--- src/rtl/d1s3208_pkg.sv ---
// Shared types and constants for the d1s3208 sweep controller.
package d1s3208_pkg;

  localparam int unsigned D1S3208_N_IN = 3;
  localparam int unsigned N_VEC = 2**D1S3208_N_IN;
  localparam logic [N_VEC-1:0] EXP_TT_DEFAULT = 8'hE8;

  typedef enum logic [1:0] {
    IDLE,
    SETTLE,
    SAMPLE,
    DONE
  } sweep_state_e;

endpackage

--- src/rtl/d1s3208_sweep_ctrl_if.sv ---
// Bus between the sweep controller and its user: the start/result handshake
// plus the input/output lines of the combinational unit under test.
interface d1s3208_sweep_ctrl_if
  import d1s3208_pkg::*;
#(
  parameter int unsigned N_IN = D1S3208_N_IN
);

  logic                 start;
  logic                 busy;
  logic                 done;
  logic                 pass;
  logic [N_IN-1:0]      dut_in;
  logic                 dut_out;
  logic [N_IN:0]        err_count;
  logic [N_IN-1:0]      first_fail_idx;
  logic [2**N_IN-1:0]   captured_tt;

  // Controller side.
  modport master (
    input  start, dut_out,
    output busy, done, pass, dut_in, err_count, first_fail_idx, captured_tt
  );

  // Requester / unit-under-test side.
  modport slave (
    output start, dut_out,
    input  busy, done, pass, dut_in, err_count, first_fail_idx, captured_tt
  );

endinterface

--- src/rtl/d1s3208_settle_timer.sv ---
// Settle-window timer: load clears, en counts, expire pulses for one cycle
// on the last counted cycle of the window and the count restarts from zero.
module d1s3208_settle_timer
  import d1s3208_pkg::*;
#(
  parameter int unsigned SETTLE_CYC = 2
) (
  input  logic clk,
  input  logic rst_n,
  input  logic load,
  input  logic en,
  output logic expire
);

  localparam int unsigned CW = $clog2(SETTLE_CYC) + 1;
  localparam logic [CW-1:0] LAST = CW'(SETTLE_CYC - 1);

  logic [CW-1:0] cnt_q;
  logic [CW-1:0] cnt_d;

  // Next count and expire pulse.
  always_comb begin
    cnt_d  = cnt_q;
    expire = 1'b0;
    if (load) begin
      cnt_d = '0;
    end else if (en) begin
      if (cnt_q == LAST) begin
        expire = 1'b1;
        cnt_d  = '0;
      end else begin
        cnt_d = cnt_q + 1'b1;
      end
    end
  end

  // Count register.
  always_ff @(posedge clk or negedge rst_n) begin
    if (!rst_n) begin
      cnt_q <= '0;
    end else begin
      cnt_q <= cnt_d;
    end
  end

endmodule

--- src/rtl/d1s3208_sweep_ctrl.sv ---
// Self-check sequencer for the 3-input combinational unit d1s3208.
// Walks dut_in through every input value, waits a settle window, samples
// dut_out, builds the captured truth table and compares it to EXP_TT.
// Optional build macro: D1S3208_SWEEP_STOP_ON_FAIL_EN ends the sweep at the
// first mismatching vector.
module d1s3208_sweep_ctrl
  import d1s3208_pkg::*;
#(
  parameter int unsigned         N_IN       = D1S3208_N_IN,
  parameter logic [2**N_IN-1:0]  EXP_TT     = EXP_TT_DEFAULT,
  parameter int unsigned         SETTLE_CYC = 2
) (
  input  logic                   clk,
  input  logic                   rst_n,
  d1s3208_sweep_ctrl_if.master   bus
);

  sweep_state_e        state_q, state_d;
  logic [N_IN-1:0]     dut_in_q, dut_in_d;
  logic                busy_q, busy_d;
  logic                done_q, done_d;
  logic                pass_q, pass_d;
  logic [N_IN:0]       err_count_q, err_count_d;
  logic [N_IN-1:0]     first_fail_idx_q, first_fail_idx_d;
  logic [2**N_IN-1:0]  captured_tt_q, captured_tt_d;

  logic                tmr_load;
  logic                tmr_en;
  logic                tmr_expire;
  logic                mismatch;
  logic                last_vec;

  assign tmr_load = ((state_q == IDLE) && bus.start) || (state_q == SAMPLE);
  assign tmr_en   = (state_q == SETTLE);
  assign mismatch = (bus.dut_out != EXP_TT[dut_in_q]);
  assign last_vec = (dut_in_q == '1);

  d1s3208_settle_timer #(
    .SETTLE_CYC (SETTLE_CYC)
  ) u_settle_timer (
    .clk    (clk),
    .rst_n  (rst_n),
    .load   (tmr_load),
    .en     (tmr_en),
    .expire (tmr_expire)
  );

  // Sweep FSM next-state and result update. done/pass/busy are registered,
  // so done appears in the cycle after the DONE state.
  always_comb begin
    state_d          = state_q;
    dut_in_d         = dut_in_q;
    busy_d           = busy_q;
    done_d           = 1'b0;
    pass_d           = pass_q;
    err_count_d      = err_count_q;
    first_fail_idx_d = first_fail_idx_q;
    captured_tt_d    = captured_tt_q;

    case (state_q)
      IDLE: begin
        if (bus.start) begin
          err_count_d      = '0;
          captured_tt_d    = '0;
          first_fail_idx_d = '0;
          pass_d           = 1'b0;
          dut_in_d         = '0;
          busy_d           = 1'b1;
          state_d          = SETTLE;
        end
      end

      SETTLE: begin
        if (tmr_expire) begin
          state_d = SAMPLE;
        end
      end

      SAMPLE: begin
        captured_tt_d[dut_in_q] = bus.dut_out;
        if (mismatch) begin
          err_count_d = err_count_q + 1'b1;
          if (err_count_q == '0) begin
            first_fail_idx_d = dut_in_q;
          end
        end
`ifdef D1S3208_SWEEP_STOP_ON_FAIL_EN
        if (mismatch || last_vec) begin
          state_d = DONE;
        end else begin
          dut_in_d = dut_in_q + 1'b1;
          state_d  = SETTLE;
        end
`else
        if (last_vec) begin
          state_d = DONE;
        end else begin
          dut_in_d = dut_in_q + 1'b1;
          state_d  = SETTLE;
        end
`endif
      end

      DONE: begin
        done_d   = 1'b1;
        pass_d   = (err_count_q == '0);
        busy_d   = 1'b0;
        dut_in_d = '0;
        state_d  = IDLE;
      end

      default: begin
        state_d = IDLE;
      end
    endcase
  end

  // State and output registers.
  always_ff @(posedge clk or negedge rst_n) begin
    if (!rst_n) begin
      state_q          <= IDLE;
      dut_in_q         <= '0;
      busy_q           <= 1'b0;
      done_q           <= 1'b0;
      pass_q           <= 1'b0;
      err_count_q      <= '0;
      first_fail_idx_q <= '0;
      captured_tt_q    <= '0;
    end else begin
      state_q          <= state_d;
      dut_in_q         <= dut_in_d;
      busy_q           <= busy_d;
      done_q           <= done_d;
      pass_q           <= pass_d;
      err_count_q      <= err_count_d;
      first_fail_idx_q <= first_fail_idx_d;
      captured_tt_q    <= captured_tt_d;
    end
  end

  assign bus.dut_in         = dut_in_q;
  assign bus.busy           = busy_q;
  assign bus.done           = done_q;
  assign bus.pass           = pass_q;
  assign bus.err_count      = err_count_q;
  assign bus.first_fail_idx = first_fail_idx_q;
  assign bus.captured_tt    = captured_tt_q;

endmodule

--- src/flat_wrapper.sv ---
// flat-port wrapper written by rule: the top's interface ports become plain ports
module d1s3208_sweep_ctrl_flat import d1s3208_pkg::*;
#(
  parameter int unsigned         N_IN       = D1S3208_N_IN,
  parameter logic [2**N_IN-1:0]  EXP_TT     = EXP_TT_DEFAULT,
  parameter int unsigned         SETTLE_CYC = 2
)
  (clk, rst_n, bus_start, bus_dut_out, bus_busy, bus_done, bus_pass, bus_dut_in, bus_err_count, bus_first_fail_idx, bus_captured_tt);
  d1s3208_sweep_ctrl_if #(.N_IN(N_IN)) bus_i ();
  input  logic clk;
  input  logic rst_n;
  input wire logic [$bits(bus_i.start)-1:0] bus_start;
  input wire logic [$bits(bus_i.dut_out)-1:0] bus_dut_out;
  output wire logic [$bits(bus_i.busy)-1:0] bus_busy;
  output wire logic [$bits(bus_i.done)-1:0] bus_done;
  output wire logic [$bits(bus_i.pass)-1:0] bus_pass;
  output wire logic [$bits(bus_i.dut_in)-1:0] bus_dut_in;
  output wire logic [$bits(bus_i.err_count)-1:0] bus_err_count;
  output wire logic [$bits(bus_i.first_fail_idx)-1:0] bus_first_fail_idx;
  output wire logic [$bits(bus_i.captured_tt)-1:0] bus_captured_tt;
  assign bus_i.start = bus_start;
  assign bus_i.dut_out = bus_dut_out;
  assign bus_busy = bus_i.busy;
  assign bus_done = bus_i.done;
  assign bus_pass = bus_i.pass;
  assign bus_dut_in = bus_i.dut_in;
  assign bus_err_count = bus_i.err_count;
  assign bus_first_fail_idx = bus_i.first_fail_idx;
  assign bus_captured_tt = bus_i.captured_tt;
  d1s3208_sweep_ctrl #(.N_IN(N_IN), .EXP_TT(EXP_TT), .SETTLE_CYC(SETTLE_CYC)) u_core (.clk(clk), .rst_n(rst_n), .bus(bus_i));
endmodule
--- config.mk ---
export PLATFORM = sky130hd
export DESIGN_NAME = d1s3208_sweep_ctrl_flat
export DESIGN_NICKNAME = d
export VERILOG_FILES = /design/src/rtl/d1s3208_pkg.sv /design/src/rtl/d1s3208_sweep_ctrl_if.sv /design/src/rtl/d1s3208_settle_timer.sv /design/src/rtl/d1s3208_sweep_ctrl.sv /design/src/flat_wrapper.sv
export SDC_FILE = /design/constraint.sdc
export NUM_CORES = 1
export LEC_CHECK = 0
export BUFFER_PORTS_ARGS = -buffer_cell sky130_fd_sc_hd__buf_2
export CORE_ASPECT_RATIO = 1.75
export CORE_MARGIN = 3
export CORE_UTILIZATION = 54
export DETAILED_ROUTE_END_ITERATION = 6
export PLACE_DENSITY = 0.88
export SYNTH_ARGS = -nofsm -noshare
export SYNTH_HDL_FRONTEND = slang
export SYNTH_SLANG_ARGS = --single-unit
--- constraint.sdc ---
create_clock -name clk -period 2 [get_ports clk]
set_input_delay 0.5 -clock clk [delete_from_list [all_inputs] [get_ports clk]]
set_output_delay 0.5 -clock clk [all_outputs]
set_load 0.01 [all_outputs]
* After elaboration in Yosys (flattened, before gate mapping)
Memory sizes are Yosys's and may differ from the RTL's.
Cells that the tools add are included.
** Word-level totals
- Flip-flop bits (word level) :: 25
- ROM bits :: 8
- Memories :: 1
** Operators by class
- Add/sub/neg operators :: 3
- Order comparisons :: 2
- Equal/unequal tests :: 11
- Muxes and demuxes :: 30
- Reductions and logical operators :: 15
** Memory list
- (name not given) :: words 8, bits a word 1, rd ports 1, clocked after Yosys merged registers in 0, write ports 0, RTL line d1s3208_sweep_ctrl.sv:35 : assign mismatch = (bus.dut_out != EXP_TT[dut_in_q]);
** Operators with widths (number)
- one-hot mux 8 bit (2 select lines) :: 1
- 2-to-1 mux 2 bit :: 6
- 2-to-1 mux 3 bit :: 4
- one-hot mux 3 bit (3 select lines) :: 1
- bitwise mux 8 bit :: 1
- 2-to-1 mux 1 bit :: 8
- 2-to-1 mux 4 bit :: 2
- 2-to-1 mux 8 bit :: 1
- inequality test 2 bit, second input constant :: 4
- one-hot mux 2 bit (4 select lines) :: 1
- one-hot mux 4 bit (2 select lines) :: 1
- one-hot mux 3 bit (2 select lines) :: 1
- AND reduction 2 bit :: 3
- AND reduction 3 bit :: 2
- nonzero test 2 bit :: 3
- adder 4 x 1 -> 4 bit, second input constant :: 1
- == test 2 x 1 -> 1 bit, second input constant :: 2
- == test 2 bit, second input constant :: 2
- zero test 4 bit :: 1
- less-than comparator 3 x 4 -> 1 bit, second input constant :: 1
- one-hot mux 1 bit (2 select lines) :: 2
- AND reduction 4 bit :: 1
- adder 3 x 1 -> 3 bit, second input constant :: 1
- demux 1 bit (select 3 bit) :: 1
- 9 further kinds :: 10

* Longest topological paths before layout
Gate-level depths: netlist of the first run.
- Depth in word-level cells :: 6
- Depth in mapped cells :: 7
- Mapped depth without buffers :: 6

* Hierarchy
From an unflattened synthesis of the first run, not the netlist that was laid out.
** Second synthesis, totals
- Cells, all modules :: 119
- Area, all modules :: 1282.5 um^2
** By module, submodules not included
- d1s3208_sweep_ctrl :: instances 1, cells an instance 112, area an instance 1202.4 um^2
- d1s3208_settle_timer :: instances 1, cells an instance 7, area an instance 80.1 um^2

* Worst setup path before layout of the first run
Ideal clock, no wire load.
- Path kind :: register to register
- Start point :: register u_core.dut_in_q[0] (netlist: u_core.bus.dut_in[0])
- End point :: register u_core.err_count_q[2] (netlist: u_core.bus.err_count[2])
- Arrival :: 1765 ps
- Data required time :: 1931 ps
- Path slack :: 166 ps
- Cell stages (with the launch flop) :: 8
- Path buffers :: 1
- Period minus slack after synthesis :: 1834 ps
- Cell sequence :: dfrtp_1 > inv_1 > ha_1 > nand2b_1 > and3_4 > buf_6 > or4b_1 > nand3_1
** On the way
- Longest elaborated chain between the ends :: 5
** Ends and longest elaborated chain
- start: declaration :: RTL line d1s3208_sweep_ctrl.sv:19 : logic [N_IN-1:0] dut_in_q, dut_in_d;
- start signal: assignment :: RTL line d1s3208_sweep_ctrl.sv:131 : dut_in_q <= dut_in_d;
- memory read (8 x 1 bit)
- 2-to-1 mux 1 bit (not written as such) :: RTL line d1s3208_sweep_ctrl.sv:35
- inequality test 1 bit :: RTL line d1s3208_sweep_ctrl.sv:35
- inequality test 2 x 1 -> 1 bit (no line)
- AND reduction 3 bit (no line)
- end signal: assignment :: RTL line d1s3208_sweep_ctrl.sv:135 : err_count_q <= err_count_d;
- end: declaration :: RTL line d1s3208_sweep_ctrl.sv:23 : logic [N_IN:0] err_count_q, err_count_d;
No other way between the ends. The select of a mux whose other input is x is not followed.
A chain may end at the register's enable or synchronous reset.

* Final worst setup path of the first run
- Start point :: register u_core.dut_in_q[0] (netlist: u_core.bus.dut_in[0])
- End point :: register u_core.err_count_q[3] (netlist: u_core.bus.err_count[3])
The elaborated chain is that of the path after synthesis.

==> parameters.txt, run 1 <==
Parameter                              Value

Synth
  Fraction of the yosys area taken by sequential cells ... roughly 48%
  Top post-synthesis cells by area ... dfrtp_1 48%, mux2i_1 6.9%, nand2_1 6.0%
  Gate Count Post-Synth ... between 100 and 150
  Post-Synthesis Cell Area ... between 0.001 and 0.0015 sq mm
  Number of synthesized register bits ... 25
  Proportion of register bits with asynchronous set or reset after synthesis ... 100%
  Synth warn ... 0
  Average cell area after synthesis ... 10.0 sq um
  Number of flops mapped to enable cells by yosys ... 0
  Biggest area consumer among synthesized cells ... dfrtp_1
  Net count of the mapped netlist ... between 100 and 150
  Area share of the leading cell type in the synthesized netlist ... a little under half
  Unique masters post-synth ... 33
  Most frequently used flop master after synthesis ... dfrtp_1

Critical path
  Critical path data arrival time ... roughly 2.0 ns
  Reg2reg end ... u_core.bus.err_count[3]$_DFFE_PN0P_
  Critical path type ... flop to flop
  Kind of start point of the critical path ... flop
  Crit end category ... flop
  Reg2Reg Setup Slack ... ~0.15 ns
  Data required time at the worst endpoint ... 2.13 ns
  Startpoint of the most critical setup path ... u_core.bus.dut_in[0]$_DFFE_PN0P_
  Register-to-Register Path Depth ... 6
  Worst reg2reg path startpoint ... u_core.bus.dut_in[0]$_DFFE_PN0P_
  Setup crit end ... u_core.bus.err_count[3]$_DFFE_PN0P_
  Highest fanout seen on the critical path ... 8

Floorplan
  Area of the die ... between 0.003 and 0.004 sq mm
  Boundary pin count ... 25
  Die span in y ... 71.3 um
  Placement Rows ... 23
  DIE WIDTH ... about 43 um
  Area of the core ... between 0.002 and 0.0025 sq mm
  Initial standard-cell utilization of the core ... between 50% and 60%

Timing
  Share of the cycle needed by the critical path after routing ... between 90% and 100%
  Final total negative setup slack ... 0 ns
  Worst-case headroom to the max-slew limit ... between 60% and 70%
  Total of endpoints with negative setup slack in the final report ... 0
  Final Max Slew Viols ... 0
  Time the final worst path needs with I/O delays and setup ... between 1.5 and 2 ns
  Worst-Margin Slew ... around 0.59 ns
  Post-Route Skew ... 0.00150 ns
  Least setup slack across all paths after layout ... about 0.15 ns
  Unrepaired setup endpoints after global routing ... false
  Final-report hold violation count ... 0
  Peak Freq ... roughly 0.54 GHz

Global routing
  Number of global-route vias before repair ... roughly 1,100
  Global route total overflow ... 0
  Overall track demand over capacity in global routing ... 20.5%
  Number of antenna violations at the first check in global routing ... 0
  Pin count of the biggest net entering global routing ... 26
  First-pass GRT wire length ... roughly 4.8 mm

Clock network
  H-tree depth ... 1
  Count of cells resized by post-cts repair ... 0
  Number of CTS-inserted buffers ... 3
  Clock transition at the registers of the reported paths ... around 0.080 ns
  Number of clock sinks seen by CTS ... 25
  Number of setup buffers added after CTS ... 0
  Buffer levels on the longest clock path ... 2
  Quantity of hold-fixing buffers added after cts ... 0
  Clock latency reported for the late side of the worst-skew pair ... between 0.2 and 0.3 ns
  Clock tree from TritonCTS ... yes
  CTS root buffer ... clkbuf_8

Placed design
  Setup slack at placement ... around 0.16 ns
  Buffers on Ports ... 24
  Post-detail-place hpwl ... about 2.2 mm
  Gp weighted congestion ... just under 0.8

Layout
  Number of antenna cells inserted ... 0
  Area added between synthesis and finish ... 13.8%
  Final core utilization ... roughly two thirds
  Count of nets after finishing ... about 170
  Filler Cells Inserted ... around 200
  Ratio of cells with drive above 1 in the final layout ... a little under a quarter

Routing
  Routed vias/inst ... just over 6
  Iteration-0 DRC count of the detailed router ... 19
  DRC violation count after routing ... 0
  Antenna Nets Post-Route ... 0
  Overall routed net length ... about 2.9 mm
  Number of vias after detailed routing ... approximately 1,100
  Detailed-route wire length per cell ... approximately 16 um
  First drt pass iteration count ... 4

Pwr
  Power Dens Cells ... roughly 1100 mW/mm^2
  Static Leak ... ~0.00073 uW
  Max VDD drop ... ~0.0009 V

Hold path
  Worst hold-check path type ... input pin to async pin

Run status
  Run status ... completed

Flow run
  Number of max-capacitance violations reported ... 0
[layout by cell type, fill, tap and decap left out]
master    netlist  layout
o21ai_0         6       6
mux2i_1         9       9
nor3_1          1       1
nand2b_1        3       3
o22ai_1         1       1
o41ai_1         4       4
clkbuf_8        0       3
inv_2           1       1
ha_1            5       5
inv_1           9       9
nand2b_4        1       1
nor4_4          1       1
o311ai_1        7       7
a21oi_1         2       2
clkbuf_1        3       1
and3_4          1       1
a21boi_1        1       1
dfrtp_1        25      25
nand2_1        21      21
nand3b_1        1       1
xor2_1          1       1
o31ai_1         2       2
a21o_1          1       1
o211ai_1        4       4
nor4_1          1       1
a21oi_2         1       1
nand3_1         7       7
or4b_1          1       1
nor2_1          4       4
buf_2           3      24
nor2b_1         1       1
buf_4           0       3
or2_1           1       1
or3_1           1       1
[worst max-delay path, cell delays in order, from the launching register on]
cell and delay, ns:
dfrtp_1 0.50, inv_1 0.11, ha_1 0.20, nand2b_1 0.16, and3_4 0.22, o311ai_1 0.36
o311ai_1 0.17
[how the worst min path moves through the flow]
stage / startpoint / end / slack (ns) / depth (start not counted)
6_report: rst_n / u_core.u_settle_timer.cnt_q[1]$_DFFE_PN0P_ / 0.20 / 1
5_1_grt: rst_n / u_core.state_q[1]$_DFFE_PN0P_ / 0.24 / 1
4_1_cts: rst_n / u_core.u_settle_timer.cnt_q[1]$_DFFE_PN0P_ / 0.23 / 1
2_1_floorplan: rst_n / u_core.bus.busy$_DFFE_PN0P_ / 0.20 / 0
3_5_place_dp: u_core.bus.busy$_DFFE_PN0P_ / u_core.bus.busy$_DFFE_PN0P_ / 0.47 / 2
3_3_place_gp: u_core.bus.busy$_DFFE_PN0P_ / u_core.bus.busy$_DFFE_PN0P_ / 0.46 / 2
[power breakdown]
part	switching, uW	total (uW)	leakage, uW	internal [uW]
combinational	340	547	0.000375	207
sequential	131	736	0.000337	605
clock	156	299	0.0000228	143
total	628	1580	0.000735	954
[cells in the mapped netlist (2+ instances only)]
cell type,number
dfrtp_1,25
nand2_1,21
inv_1,9
mux2i_1,9
nand3_1,7
o311ai_1,7
o21ai_0,6
ha_1,5
nor2_1,4
o211ai_1,4
o41ai_1,4
buf_2,3
clkbuf_1,3
nand2b_1,3
a21oi_1,2
o31ai_1,2
[sequential cells by signal, summed over array words and instances, names as in the netlist]
signal / flops
u_core.bus.first_fail_idx: 3
u_core.bus.captured_tt: 8
u_core.bus.done: 1
u_core.bus.busy: 1
u_core.state_q: 2
u_core.bus.dut_in: 3
u_core.bus.err_count: 4
u_core.u_settle_timer.cnt_q: 2
u_core.bus.pass: 1
[cell families after synthesis]
kind of cell,synth area share [%]
compound gates,16.1
xor+xnor,0.666
fa+ha+maj,4.76
buf+inv,5.71
flops,47.6
mux,6.85
simple gates,18.4
[through the flow]
stage,area [sq um],hold slack (ns),cells,power (uW)
2_1_floorplan,1320,0.204,131,1100
3_3_place_gp,1450,0.457,176,1260
3_5_place_dp,1450,0.469,176,1290
4_1_cts,1500,0.228,180,1590
5_1_grt,1500,0.235,180,1690
6_report,1500,0.205,180,1580
[layout make-up]
type                    count  area (sq um)  share of cell area [%]
inverters                  10          37.5                    2.51
well taps                  25          31.3                    2.09
repair buffers             27           143                    9.53
multi-input cells          89           614                    41.1
clock buffers               4          45.0                    3.01
flip-flops and latches     25           626                    41.8
[layer usage]
| metal | GRT usage (%) | part of all wire [%] | up-vias |
|---|---|---|---|
| li1 | - | - | 518 |
| met1 | 22.0 | 38 | 545 |
| met3 | 3.77 | 3.9 | 7 |
| met2 | 38.1 | 56 | 30 |
| met4 | 8.05 | 2.0 | 0 |
| met5 | 0 | 0 | - |
(Power assumes the default switching activity.)
==> run 2: changes to the inputs <==
--- a/config.mk
+++ b/config.mk
@@ -5,12 +5,12 @@
 export SDC_FILE = /design/constraint.sdc
 export NUM_CORES = 1
 export LEC_CHECK = 0
-export BUFFER_PORTS_ARGS = -buffer_cell sky130_fd_sc_hd__buf_2
 export CORE_ASPECT_RATIO = 1.75
 export CORE_MARGIN = 3
-export CORE_UTILIZATION = 54
+export CORE_UTILIZATION = 29
 export DETAILED_ROUTE_END_ITERATION = 6
-export PLACE_DENSITY = 0.88
+export DONT_BUFFER_PORTS = 1
+export PLACE_DENSITY = 0.54
 export SYNTH_ARGS = -nofsm -noshare
 export SYNTH_HDL_FRONTEND = slang
 export SYNTH_SLANG_ARGS = --single-unit
==> constraint.sdc (replaced) <==
create_clock -name clk -period 1.6 [get_ports clk]
set_input_delay 0.4 -clock clk [delete_from_list [all_inputs] [get_ports clk]]
set_output_delay 0.4 -clock clk [all_outputs]
set_load 0.01 [all_outputs]
==> run 2 against run 1 <==
- the flow now finishes with violations (negative setup slack)
- critical path type unchanged
- maximum frequency is 13% higher
- largest cell class is now multi-input combinational cells
- via count is 1.3% lower
- routed wire length increased by 18%
==> parameters.txt, run 2 (synthesis results as in run 1) <==
Parameter                              Value

Layout
  Commonest cells after routing, fill and taps aside ... 26 x buf_4, 24 x dfrtp_1, 21 x nand2_1
  FF+latch area ... 627 sq um
  Area added between synthesis and finish ... 27.3%
  Number of antenna cells inserted ... 0
  Area taken by multi-input logic gates ... 677 sq um
  Filler Cells Inserted ... about 450
  Number of flip-flops in the largest register ... 8
  Ratio of cells with drive above 1 in the final layout ... 30.1%
  Most common cell after layout, fill and taps aside ... buf_4
  Count of nets after finishing ... roughly 170

Floorplan
  Area of the core ... 0.00427 sq mm
  DIE WIDTH ... roughly 57 um
  Initial standard-cell utilization of the core ... about 31%
  Placement Rows ... 31
  Boundary pin count ... 25
  Die span in y ... around 95 um
  Area of the die ... between 0.005 and 0.006 sq mm

Hold path
  Worst hold-check path type ... input pin to flop
  Hold path startpoint ... bus_start

Clock network
  Number of clock sinks seen by CTS ... 25
  Clock tree from TritonCTS ... yes
  Number of CTS-inserted buffers ... 3
  H-tree depth ... 1
  Clock latency reported for the late side of the worst-skew pair ... 0.27 ns
  Clock transition at the registers of the reported paths ... 0.09 ns
  CTS root buffer ... clkbuf_8
  Buffer levels on the longest clock path ... 2

Critical path
  Startpoint of the most critical setup path ... u_core.bus.dut_in[1]$_DFFE_PN0P_
  Critical path type ... flop to flop
  Kind of start point of the critical path ... flop
  Worst reg2reg path startpoint ... u_core.bus.dut_in[1]$_DFFE_PN0P_
  Reg2reg end ... u_core.bus.err_count[2]$_DFFE_PN0P_
  Cells along the critical path ... inv_2, ha_4, nand2b_4, and3_4, or4b_1, nand3_1
  Max stage delay cell, worst path ... or4b_1
  Slowest Stage Delay on Critical Path ... around 0.5 ns
  Crit end category ... flop
  Setup crit end ... u_core.bus.err_count[2]$_DFFE_PN0P_
  Critical path data arrival time ... around 1.8 ns
  Register-to-Register Path Depth ... 6
  Reg2Reg Setup Slack ... -0.03 ns
  Data required time at the worst endpoint ... between 1.5 and 2 ns
  Highest fanout seen on the critical path ... 6

Pwr
  Max VDD drop ... 0.000764 V
  Switching Share ... 38.8%
  Share of power burned in combinational logic ... between 40% and 50%
  Power Internal ... approximately 1400 uW
  Switching pwr ... between 800 and 900 uW
  Reg power frac ... 39.3%
  Clock power frac ... approximately 17%
  Power Dens Cells ... ~1300 mW/mm^2
  Sum of internal, switching and leakage power ... between 2000 and 2500 uW
  Static Leak ... 0.000754 uW

Timing
  Worst-case headroom to the max-slew limit ... around 76%
  Time the final worst path needs with I/O delays and setup ... ~1.6 ns
  Share of the cycle needed by the critical path after routing ... 102%
  Least setup slack across all paths after layout ... -0.0312 ns
  Worst-Margin Slew ... around 0.36 ns
  Final-report hold violation count ... 0
  Peak Freq ... 0.613 GHz
  Total of endpoints with negative setup slack in the final report ... 3
  Unrepaired setup endpoints after global routing ... true
  Final Max Slew Viols ... 0
  Post-Route Skew ... ~0.0033 ns

Routing
  Iteration-0 DRC count of the detailed router ... 21
  Routed vias/inst ... roughly 5.3
  Antenna Nets Post-Route ... 0
  Overall routed net length ... roughly 3.4 mm
  DRC violation count after routing ... 0
  Number of vias after detailed routing ... ~1,100
  Detailed-route wire length per cell ... roughly 17 um
  First drt pass iteration count ... 4

Global routing
  Pin count of the biggest net entering global routing ... 26
  Overall track demand over capacity in global routing ... 13.9%
  First-pass GRT wire length ... 5.75 mm
  Number of antenna violations at the first check in global routing ... 0
  Global route total overflow ... 0
  Number of global-route vias before repair ... approximately 1,200

Flow run
  Number of max-capacitance violations reported ... 0

Placed design
  Buffers on Ports ... 0
  Gp weighted congestion ... about 0.83
  Setup slack at placement ... -0.0134 ns
  Post-detail-place hpwl ... ~2.5 mm

Run status
  Run status ... finished with violations
  Violated checks ... negative setup slack
run 2: cell count changes in the layout (fill, tap and decap cells not counted), sizes merged:
cell	change
clkbuf	-1
clkinv	+1
dlygate4sd3	+1
run 2: metrics by stage:
step | setup TNS, ns | std cells | utilization (%) | hold WS [ns] | instance area [sq um]
6_report | -0.0679 | 205 | 39.2 | 0.283 | 1670
5_1_grt | -0.444 | 205 | 39.2 | 0.306 | 1670
4_1_cts | -0.0231 | 205 | 38.7 | 0.277 | 1650
3_5_place_dp | -0.0134 | 197 | 36.1 | 0.105 | 1540
3_3_place_gp | 0 | 197 | 36.1 | 0.105 | 1540
2_1_floorplan | -0.218 | 131 | - | 0.104 | 1340
run 2: worst min-delay path by stage:
stage | endpoint | slack, ns | depth (start not counted)
after detailed placement | u_core.bus.captured_tt[1]$_DFFE_PN0P_ | 0.10 | 0
after floorplan | u_core.bus.busy$_DFFE_PN0P_ | 0.10 | 0
after global routing | u_core.u_settle_timer.cnt_q[1]$_DFFE_PN0P_ | 0.31 | 2
after CTS | u_core.u_settle_timer.cnt_q[1]$_DFFE_PN0P_ | 0.28 | 2
final | u_core.u_settle_timer.cnt_q[1]$_DFFE_PN0P_ | 0.28 | 2
after global placement | u_core.bus.captured_tt[1]$_DFFE_PN0P_ | 0.11 | 0
run 2: power groups by stage:
stage	clock [uW]	combinational, uW	sequential [uW]
after global placement	0	894	886
after detailed placement	0	922	892
after floorplan	0	498	909
after global routing	410	1090	901
final	378	981	879
after CTS	392	979	882
run 2: layout make-up:
type | count | area share, %
clock buffer | 3 | 2.47
multi-input combinational | 89 | 40.4
sequential | 25 | 37.4
timing repair buffer | 28 | 13.5
tap | 49 | 3.66
inverter | 10 | 2.24
clock inverter | 1 | 0.299
run 2: timing repair:
item	4_1_cts	5_1_grt
endpoints found under the setup margin	5	8
gates resized for setup	4	4
setup buffers	2	0
endpoints found under the hold margin	25	0
hold buffers	2	0
pin swaps	2	5
run 2: metal layers:
| layer | part of all wire [%] | vias up | wire (um) | track usage (%) |
|---|---|---|---|---|
| met5 | 0 | - | 0 | 0 |
| met4 | 0.85 | 0 | 29 | 6.58 |
| met3 | 4.8 | 2 | 163 | 3.25 |
| met2 | 59 | 25 | 2030 | 27.8 |
| met1 | 35 | 543 | 1200 | 12.6 |
| li1 | - | 516 | - | - |
run 2: critical path, delay by kind of cell, from the launching register on:
| kind | cells | cell delay [ns] |
|---|---|---|
| adders and majority gates | 1 | 0.15 |
| DFF | 1 | 0.41 |
| and+or+nand+nor | 4 | 0.93 |
| buffers and inverters | 1 | 0.07 |
==> run 3: changes to the inputs <==
--- a/config.mk
+++ b/config.mk
@@ -5,6 +5,7 @@
 export SDC_FILE = /design/constraint.sdc
 export NUM_CORES = 1
 export LEC_CHECK = 0
+export ABC_AREA = 1
 export CORE_ASPECT_RATIO = 1.75
 export CORE_MARGIN = 3
 export CORE_UTILIZATION = 29
==> run 3 against run 2 <==
- the flow now finishes without violations
- critical endpoint is now u_core.bus.dut_in[1]$_DFFE_PN0P_
- routed wire length decreased by 16%
- sequential share of layout area is 4.5 points higher
- clock power barely moved
- worst setup slack improved by 0.17 ns
- core utilization decreased by 5.7 points
- flip-flop and latch count is the same
- synthesized cell count up 24%
- hold slack worse by 0.031 ns
- via count fell by 3.6%
- synthesized area is 2.3% higher
- total power down 5.4%
==> parameters.txt, run 3 <==
Parameter                              Value

Global routing
  Number of global-route vias before repair ... a little over 1,000
  Overall track demand over capacity in global routing ... around 11%
  Pin count of the biggest net entering global routing ... 26
  Number of antenna violations at the first check in global routing ... 0
  First-pass GRT wire length ... 4.92 mm
  Global route total overflow ... 0

Synth
  Area share of the leading cell type in the synthesized netlist ... 46.5%
  Top post-synthesis cells by area ... dfrtp_1 47%, nand2_1 13%, nand3_1 5.2%
  List of most frequent post-synthesis cells ... 46 x nand2_1, 25 x dfrtp_1, 17 x nor2_1
  Unique masters post-synth ... 25
  Most frequently used flop master after synthesis ... dfrtp_1
  Post-Synthesis Cell Area ... about 0.0013 sq mm
  Fraction of the yosys area taken by sequential cells ... between 40% and 50%
  Net count of the mapped netlist ... roughly 170
  Proportion of register bits with asynchronous set or reset after synthesis ... 100%
  Synth warn ... 0
  Average cell area after synthesis ... between 8 and 9 sq um
  Number of synthesized register bits ... 25
  Most frequent cell after synthesis ... nand2_1
  Number of flops mapped to enable cells by yosys ... 0
  Gate Count Post-Synth ... 163
  Biggest area consumer among synthesized cells ... dfrtp_1

Routing
  Detailed-route wire length per cell ... 13.0 um
  DRC violation count after routing ... 0
  Routed vias/inst ... 4.72
  Iteration-0 DRC count of the detailed router ... 16
  Number of vias after detailed routing ... roughly 1,000
  Overall routed net length ... between 2 and 3 mm
  Antenna Nets Post-Route ... 0
  First drt pass iteration count ... 4

Layout
  Most common cell after layout, fill and taps aside ... nand2_1
  Count of nets after finishing ... ~180
  Commonest cells after routing, fill and taps aside ... 46 x nand2_1, 25 x dfrtp_1, 17 x nor2_1
  Number of antenna cells inserted ... 0
  Number of flip-flops in the largest register ... 8
  Post-route cell area ... 0.00149 sq mm
  Ratio of cells with drive above 1 in the final layout ... 17.0%
  Area added between synthesis and finish ... 11.0%

Flow run
  Number of max-capacitance violations reported ... 0

Critical path
  Max stage delay cell, worst path ... dfrtp_1
  Slowest Stage Delay on Critical Path ... around 0.44 ns
  Highest fanout seen on the critical path ... 5
  Crit end category ... flop
  Critical path data arrival time ... ~1.6 ns
  Kind of cell with the highest combined delay on the critical path ... adder cells
  Kind of start point of the critical path ... flop
  Buf/Inv on CP ... 2
  Critical path type ... flop to flop
  Data required time at the worst endpoint ... 1.77 ns
  Cells along the critical path ... ha_1, ha_1, inv_1, o21ai_2, nor2_4, inv_2, nand2_1, nand2_1

Pwr
  Power Dens Cells ... between 1000 and 1500 mW/mm^2
  Static Leak ... 0.000774 uW
  Max VDD drop ... between 0.0004 and 0.0005 V

Placed design
  Gp weighted congestion ... 0.805
  Placement-stage cell area ... approximately 0.0014 sq mm
  Post-detail-place hpwl ... around 2.2 mm
  Buffers on Ports ... 0

Clock network
  Number of clock sinks seen by CTS ... 25
  Clock latency reported for the late side of the worst-skew pair ... around 0.27 ns
  Number of setup buffers added after CTS ... 0
  Clock transition at the registers of the reported paths ... roughly 0.090 ns
  CTS root buffer ... clkbuf_8
  Number of CTS-inserted buffers ... 3
  Clock tree from TritonCTS ... yes
  Buffer levels on the longest clock path ... 2
  H-tree depth ... 1

Floorplan
  Placement Rows ... 32
  Die span in y ... about 96 um
  Area of the die ... around 0.0055 sq mm
  Boundary pin count ... 25
  DIE WIDTH ... about 57 um
  Initial standard-cell utilization of the core ... between 30% and 40%
  Area of the core ... approximately 0.0044 sq mm

Hold path
  Worst hold-check path type ... input pin to flop

Run status
  Run status ... completed

Timing
  Total of endpoints with negative setup slack in the final report ... 0
  Share of the cycle needed by the critical path after routing ... between 90% and 100%
  Peak Freq ... 0.683 GHz
  Final Max Slew Viols ... 0
  Unrepaired setup endpoints after global routing ... false
  Final-report hold violation count ... 0
  Worst-Margin Slew ... ~0.32 ns
  Final total negative setup slack ... 0 ns
  Time the final worst path needs with I/O delays and setup ... 1.47 ns
  Post-Route Skew ... roughly 0.0042 ns
  Worst-case headroom to the max-slew limit ... 78.4%
run 3: changes by cell type after synthesis, moves of 7 or more:
cell,change
inv_1,+7
mux2i_1,-9
nand2_1,+25
nand3_1,+7
nor2_1,+13
o311ai_1,-7
run 3: logic make-up after synthesis:
family / share of synthesized area (%)
compound gates: 9.49
xor+xnor: 0.651
fa+ha+maj: 4.65
buf+inv: 8.28
flops: 46.5
simple gates: 30.4
run 3: per-stage QoR:
step	instances	power, uW	worst slack (ns)	util, %	hold slack (ns)
floorplan	163	1560	0.196	-	0.104
global placement	216	1750	0.130	31.9	0.105
detailed placement	216	1750	0.131	31.9	0.105
CTS	222	2170	0.107	33.6	0.256
global route	222	2310	0.0446	33.6	0.247
finish	222	2120	0.135	33.6	0.252
run 3: worst paths after layout:
check	from	to	slack, ns	cells past startpoint
worst max-delay path	u_core.bus.dut_in[0]$_DFFE_PN0P_	u_core.bus.dut_in[1]$_DFFE_PN0P_	0.13	8
max in group asynchronous	rst_n	u_core.bus.first_fail_idx[0]$_DFFE_PN0P_	0.89	2
min in group asynchronous	rst_n	u_core.bus.captured_tt[0]$_DFFE_PN0P_	0.55	2
worst max register to register	u_core.bus.dut_in[0]$_DFFE_PN0P_	u_core.bus.dut_in[1]$_DFFE_PN0P_	0.13	8
worst min-delay path	bus_dut_out	u_core.bus.captured_tt[4]$_DFFE_PN0P_	0.25	2
worst min register to register	u_core.u_settle_timer.cnt_q[1]$_DFFE_PN0P_	u_core.u_settle_timer.cnt_q[1]$_DFFE_PN0P_	0.53	1
run 3: what timing repair did:
item | CTS | global route
resized for setup | 0 | 0
hold endpoints to repair | 25 | 0
hold buffers | 2 | 0
run 3: area by class of cell:
class                           instances  area, sq um
Fill cell                             463         2950
Tap cell                               51         63.8
Clock inverter                          1         5.00
Timing Repair Buffer                    7         67.6
Sequential cell                        25          626
Multi-Input combinational cell        114          608
Inverter                               21         81.3
Clock buffer                            3         41.3
run 3: power by group:
part	internal (uW)	total, uW	switching (uW)
sequential	757	899	143
clock	174	379	205
combinational	272	838	566
run 3: per-layer routing:
| metal | vias to the layer above | part of all wire, % | track usage [%] |
|---|---|---|---|
| met2 | 21 | 55 | 20.6 |
| li1 | 532 | - | - |
| met4 | 0 | 2.9 | 5.42 |
| met5 | - | 0 | 0 |
| met3 | 8 | 6.1 | 3.22 |
| met1 | 486 | 36 | 12.1 |
